File: src/rtl/qam64_pkg.sv
// Shared 64-QAM symbol types used by the mapper and the I/Q symbol FIFO.
// A legal 4-bit level is odd: +-1, +-3, +-5, +-7 in two's complement.
package qam64_pkg;

  localparam int SYM_W = 4;

  typedef struct packed {
    logic [SYM_W-1:0] i;
    logic [SYM_W-1:0] q;
  } iq_sym_t;

  function automatic logic is_legal_level(logic [SYM_W-1:0] v);
    return v[0];
  endfunction

endpackage

File: src/rtl/iq_symbol_fifo_if.sv
// Mapper-side write port, consumer-side read port and debug status
// of the I/Q symbol FIFO.
interface iq_symbol_fifo_if
  import qam64_pkg::*;
#(
  parameter int DEPTH = 16
);

  localparam int LVL_W = $clog2(DEPTH) + 1;

  logic             clear;
  logic             wr_en;
  logic [SYM_W-1:0] wr_i;
  logic [SYM_W-1:0] wr_q;
  logic             full;
  logic             almost_full;
  logic             rd_valid;
  logic             rd_ready;
  logic [SYM_W-1:0] rd_i;
  logic [SYM_W-1:0] rd_q;
  logic [LVL_W-1:0] level;
  logic             overflow;
  logic             sym_err;

  modport slave (
    input  clear,
    input  wr_en,
    input  wr_i,
    input  wr_q,
    input  rd_ready,
    output full,
    output almost_full,
    output rd_valid,
    output rd_i,
    output rd_q,
    output level,
    output overflow,
    output sym_err
  );

  modport master (
    output clear,
    output wr_en,
    output wr_i,
    output wr_q,
    output rd_ready,
    input  full,
    input  almost_full,
    input  rd_valid,
    input  rd_i,
    input  rd_q,
    input  level,
    input  overflow,
    input  sym_err
  );

endinterface

File: src/rtl/iq_fifo_mem.sv
// DEPTH x 8 I/Q register file: synchronous write, asynchronous read.
// No reset; validity of entries is tracked by the FIFO control.
module iq_fifo_mem
  import qam64_pkg::*;
#(
  parameter int DEPTH = 16,
  parameter int AW    = $clog2(DEPTH)
) (
  input  logic          clk,
  input  logic          we,
  input  logic [AW-1:0] waddr,
  input  iq_sym_t       wdata,
  input  logic [AW-1:0] raddr,
  output iq_sym_t       rdata
);

  iq_sym_t mem [DEPTH];

  always_ff @(posedge clk) begin
    if (we) mem[waddr] <= wdata;
  end

  assign rdata = mem[raddr];

endmodule

File: src/rtl/iq_symbol_fifo.sv
// First-word-fall-through FIFO between the 64-QAM mapper and the
// pulse-shaping/DAC stage, with occupancy and sticky debug flags.
module iq_symbol_fifo
  import qam64_pkg::*;
#(
  parameter int DEPTH        = 16,
  parameter int AFULL_THRESH = 14
) (
  input  logic              data_clk,
  input  logic              rst_n,
  iq_symbol_fifo_if.slave   bus
);

  localparam int AW = $clog2(DEPTH);
  localparam int LW = AW + 1;

  logic [AW-1:0] wp_q;
  logic [AW-1:0] rp_q;
  logic [LW-1:0] lvl_q;
  logic          ovf_q;
  logic          err_q;
  logic          wr_acc;
  logic          rd_acc;
  logic          bad_sym;
  iq_sym_t       wdata;
  iq_sym_t       head;

  assign bus.full        = (lvl_q == LW'(DEPTH));
  assign bus.almost_full = (lvl_q >= LW'(AFULL_THRESH));
  assign bus.rd_valid    = (lvl_q != '0);

  // Read does not free space for a same-cycle write when full.
  assign wr_acc  = bus.wr_en && !bus.full && !bus.clear;
  assign rd_acc  = bus.rd_valid && bus.rd_ready && !bus.clear;
  assign bad_sym = !is_legal_level(bus.wr_i) ||
                   !is_legal_level(bus.wr_q);

  assign wdata.i = bus.wr_i;
  assign wdata.q = bus.wr_q;

  iq_fifo_mem #(
    .DEPTH (DEPTH)
  ) u_mem (
    .clk   (data_clk),
    .we    (wr_acc),
    .waddr (wp_q),
    .wdata (wdata),
    .raddr (rp_q),
    .rdata (head)
  );

  always_ff @(posedge data_clk or negedge rst_n) begin
    if (!rst_n) begin
      wp_q  <= '0;
      rp_q  <= '0;
      lvl_q <= '0;
      ovf_q <= 1'b0;
      err_q <= 1'b0;
    end else if (bus.clear) begin
      wp_q  <= '0;
      rp_q  <= '0;
      lvl_q <= '0;
      ovf_q <= 1'b0;
      err_q <= 1'b0;
    end else begin
      if (wr_acc) wp_q <= wp_q + 1'b1;
      if (rd_acc) rp_q <= rp_q + 1'b1;
      if (bus.wr_en && bus.full) ovf_q <= 1'b1;
      if (wr_acc && bad_sym) err_q <= 1'b1;
      unique case (1'b1)
        wr_acc && !rd_acc: lvl_q <= lvl_q + 1'b1;
        rd_acc && !wr_acc: lvl_q <= lvl_q - 1'b1;
        default: ;
      endcase
    end
  end

  assign bus.rd_i     = bus.rd_valid ? head.i : '0;
  assign bus.rd_q     = bus.rd_valid ? head.q : '0;
  assign bus.level    = lvl_q;
  assign bus.overflow = ovf_q;
  assign bus.sym_err  = err_q;

endmodule

File: src/flat_wrapper.sv
// flat-port wrapper written by rule: the top's interface ports become plain ports
module iq_symbol_fifo_flat import qam64_pkg::*;
#(
  parameter int DEPTH        = 16,
  parameter int AFULL_THRESH = 14
)
  (data_clk, rst_n, bus_clear, bus_wr_en, bus_wr_i, bus_wr_q, bus_rd_ready, bus_full, bus_almost_full, bus_rd_valid, bus_rd_i, bus_rd_q, bus_level, bus_overflow, bus_sym_err);
  iq_symbol_fifo_if #(.DEPTH(DEPTH)) bus_i ();
  input  logic data_clk;
  input  logic rst_n;
  input wire logic [$bits(bus_i.clear)-1:0] bus_clear;
  input wire logic [$bits(bus_i.wr_en)-1:0] bus_wr_en;
  input wire logic [$bits(bus_i.wr_i)-1:0] bus_wr_i;
  input wire logic [$bits(bus_i.wr_q)-1:0] bus_wr_q;
  input wire logic [$bits(bus_i.rd_ready)-1:0] bus_rd_ready;
  output wire logic [$bits(bus_i.full)-1:0] bus_full;
  output wire logic [$bits(bus_i.almost_full)-1:0] bus_almost_full;
  output wire logic [$bits(bus_i.rd_valid)-1:0] bus_rd_valid;
  output wire logic [$bits(bus_i.rd_i)-1:0] bus_rd_i;
  output wire logic [$bits(bus_i.rd_q)-1:0] bus_rd_q;
  output wire logic [$bits(bus_i.level)-1:0] bus_level;
  output wire logic [$bits(bus_i.overflow)-1:0] bus_overflow;
  output wire logic [$bits(bus_i.sym_err)-1:0] bus_sym_err;
  assign bus_i.clear = bus_clear;
  assign bus_i.wr_en = bus_wr_en;
  assign bus_i.wr_i = bus_wr_i;
  assign bus_i.wr_q = bus_wr_q;
  assign bus_i.rd_ready = bus_rd_ready;
  assign bus_full = bus_i.full;
  assign bus_almost_full = bus_i.almost_full;
  assign bus_rd_valid = bus_i.rd_valid;
  assign bus_rd_i = bus_i.rd_i;
  assign bus_rd_q = bus_i.rd_q;
  assign bus_level = bus_i.level;
  assign bus_overflow = bus_i.overflow;
  assign bus_sym_err = bus_i.sym_err;
  iq_symbol_fifo #(.DEPTH(DEPTH), .AFULL_THRESH(AFULL_THRESH)) u_core (.data_clk(data_clk), .rst_n(rst_n), .bus(bus_i));
endmodule
File: config.mk
export PLATFORM = sky130hd
export DESIGN_NAME = iq_symbol_fifo_flat
export DESIGN_NICKNAME = d
export VERILOG_FILES = /design/src/rtl/qam64_pkg.sv /design/src/rtl/iq_symbol_fifo_if.sv /design/src/rtl/iq_fifo_mem.sv /design/src/rtl/iq_symbol_fifo.sv /design/src/flat_wrapper.sv
export SDC_FILE = /design/constraint.sdc
export NUM_CORES = 1
export LEC_CHECK = 0
export ABC_AREA = 0
export ABC_CLOCK_PERIOD_IN_PS = 2700
export CAP_MARGIN = 20
export CORE_MARGIN = 1.5
export CORE_UTILIZATION = 35
export CTS_CLUSTER_DIAMETER = 120
export CTS_CLUSTER_SIZE = 10
export DETAILED_ROUTE_END_ITERATION = 8
export GPL_ROUTABILITY_DRIVEN = 0
export PLACE_DENSITY = 0.53
export SLEW_MARGIN = 30
export SYNTH_ARGS = -nofsm -noshare
export SYNTH_HDL_FRONTEND = slang
export SYNTH_SLANG_ARGS = --single-unit
File: constraint.sdc
create_clock -name data_clk -period 2.7 [get_ports data_clk]
set_input_delay 0.54 -clock data_clk [delete_from_list [all_inputs] [get_ports data_clk]]
set_output_delay 0.54 -clock data_clk [all_outputs]
set_load 0.03 [all_outputs]
==> key figures <==
Run status
  – Outcome: completed

Synth
  – Syn Inst Count: 320
  – Synth top area cells: edfxtp_1, mux4_2, dfrtp_1
  – Yosys reg bits: 143
  – Register area share after synthesis: 0.713
  – Synth Warn #: 0
  – Distinct cells, synth: 38
  – Synth cell count leaders: edfxtp_1, mux4_2, nor2_1
  – Synthesized cell area: 0.00591 mm^2
  – Syn_nets: 340
  – Area leader, netlist: edfxtp_1
  – Main synth FF type: edfxtp_1
  – Post-synth EDFFs: 128
  – Synth async-reset ratio: 0.105
  – Synth top area share: 0.650
  – Synth Area per Inst: 18.5 um^2
  – Most common cell in the netlist: edfxtp_1

Route
  – Post-Route WL: 12.7 mm
  – # DRC: 0
  – Avg WL per Cell: 20.2 um
  – Starting DRT DRC Count: 184
  – Detailed-route via count: 3,130
  – Vias/cell: 4.97
  – TritonRoute pass-1 iters: 4
  – Final ANT Viol Nets: 0

Setup path
  – Crit path arrival time: 2.12 ns
  – Nature of the critical path endpoint: output pin
  – Worst r2r path cells: 10
  – CP Launch Type: flip-flop
  – Crit Path Class: flip-flop to output pin
  – Req. time, crit path: 2.16 ns
  – Reg2reg setup slack: 0.06 ns
  – Reg-to-Reg End: u_core.bus.level[4]
  – R2R Path Start: u_core.bus.level[1]
  – Worst-path maximum fanout: 6

Clock tree
  – Clock root cell: clkbuf_16
  – Hold_buf cts: 0
  – CTS tree: done
  – H-tree depth: 4
  – Clock-pin slew on the worst setup and hold paths: 0.06 ns
  – Clk Latency, worst-skew pair: 0.42 ns
  – Sink Count: 143
  – CTS max path bufs: 2
  – TritonCTS buffer count: 17

GRT
  – Global-route usage over all layers: 0.155
  – Antenna violations before repair: 0
  – Largest net degree at the start of global routing: 28
  – First-pass GRT wire length: 19.6 mm
  – Vias in the first global route: 3,350
  – GRT Residual Overflow: 0

Worst hold path
  – Worst Hold Launch: u_core.bus.overflow
  – Hold Path Class: flip-flop to flip-flop
  – Min-Delay Endpoint: u_core.bus.overflow
  – Hold Crit Depth: 2

Final layout
  – Antenna cell count: 0
  – Layout cells sized above 1: 0.351
  – Post-Layout Inst Area: 0.00761 mm^2
  – NumNets Final: 417
  – Non-filler cells, final: 630
  – Fillers: 1,399
  – Area growth from synthesis to layout: 28.7%

STA
  – Final Hold Fails: 0
  – Final setup TNS: 0 ns
  – Unrepaired setup endpoints after global routing: yes
  – Slew margin rel.: 0.498
  – Worst slew pin tran: 0.751 ns
  – Final Max Slew Viols: 0
  – Setup ws final: 0.0403 ns
  – Clk_skew: 0.00717 ns
  – Tmin final: 2.66 ns
  – Final setup viols: 0
  – Period utilization: 0.985
  – FMAX: 0.376 GHz

Floorplan
  – # rows: 47
  – Initial Utilization: 0.358
  – Die Y: 133 um
  – DIE WIDTH: 133 um
  – I/O pin total: 31
  – Core area: 0.0165 mm^2
  – Die area: 0.0177 mm^2

Pwr
  – PD cells: 926 mW/mm^2
  – Max VDD drop: 0.000522 V
  – Leakage power: 2.58 nW

Placement
  – Placed cell area: 0.00669 mm^2
  – Post-Place Cells: 586
  – Input/output buffers: 30
  – Pre-CTS WS: -0.295 ns
  – Post-DP HPWL: 7.61 mm

Flow run
  – Max-Cap Viols: 0
## layout make-up
cell class,instances,area (um^2),area share
inverters,2,7.51,0.000987
flip-flops and latches,143,4220,0.555
clock inverters,12,191,0.0252
multi-input cells,155,1730,0.227
clock buffers,20,437,0.0574
well taps,220,275,0.0362
repair buffers,78,751,0.0987
## metal layers
| layer | vias to the layer above | GRT usage | wire, um |
|---|---|---|---|
| li1 | 1429 | - | - |
| met1 | 1629 | 0.201 | 5840 |
| met2 | 57 | 0.255 | 6360 |
| met3 | 15 | 0.0333 | 363 |
| met4 | 0 | 0.0592 | 170 |
| met5 | - | 0 | 0 |
## cells by family after synthesis
logic type / Yosys count / share of synthesized area
flip-flops: 143 / 0.713
AND/OR/NAND/NOR: 63 / 0.0550
multiplexers: 53 / 0.158
AO/OA/AOI/OAI: 23 / 0.0262
buffers and inverters: 22 / 0.0192
XOR/XNOR: 9 / 0.0133
adder cells (fa/ha/maj): 7 / 0.0148
## power breakdown
group	switching (mW)	internal [mW]	total [mW]
clock	0.856	1.63	2.49
sequential	0.0446	2.47	2.51
combinational	1.01	1.04	2.05
## how the worst max path moves through the flow
stage,from,end,slack [ns],depth (start not counted)
after floorplan,u_core.bus.level[1],u_core.bus.level[4],0.02,10
after global placement,bus_rd_ready,u_core.bus.level[4],-0.22,10
after detailed placement,bus_clear,u_core.bus.level[4],-0.30,10
after CTS,u_core.rp_q[0],bus_rd_q[0],-0.03,6
after global routing,u_core.bus.level[1],u_core.bus.level[4],-0.05,10
final,u_core.rp_q[0],bus_rd_i[2],0.04,6
## placed cells by master, fill, tap and decap left out, types with 4 or more instances in the layout
cell type and instances:
a21oi_1 5, buf_12 4, buf_4 45, buf_6 5
bufinv_16 5, clkbuf_16 17, clkdlybuf4s50_1 20, dfrtp_1 14
edfxtp_1 128, ha_1 6, mux2i_1 10, mux2i_2 5
mux2i_4 6, mux4_2 32, nand2_1 10, nand3_1 4
nor2_1 26, nor3_1 4, o22ai_2 5, xor2_1 8
## registers in the layout (all words and copies together), names as in the netlist
register,count
u_core.bus.level,5
u_core.bus.overflow,1
u_core.bus.sym_err,1
u_core.rp_q,4
u_core.u_mem.mem,128
u_core.wp_q,4
## timing repair
action	CTS	global route
resized for setup	16	21
pin swaps	1	8
endpoints found under the hold margin	0	0
setup buffers	8	2
cloned	2	0
endpoints found under the setup margin	10	8
## through the flow
step | util | power (mW) | hold slack (ns)
after global routing | 0.461 | 7.32 | 0.534
after global placement | 0.405 | 4.22 | 0.490
after detailed placement | 0.405 | 4.24 | 0.491
after floorplan | - | 3.64 | 0.244
final | 0.461 | 7.04 | 0.506
after CTS | 0.453 | 6.99 | 0.513
## worst max-delay path, cell delays in order, from the launching register on
cell,delay (ns)
dfrtp_2,0.39
buf_4,0.15
buf_16,0.13
mux4_2,0.50
mux2i_2,0.21
o22ai_2,0.15
buf_12,0.16
(Power assumes the default switching activity.)
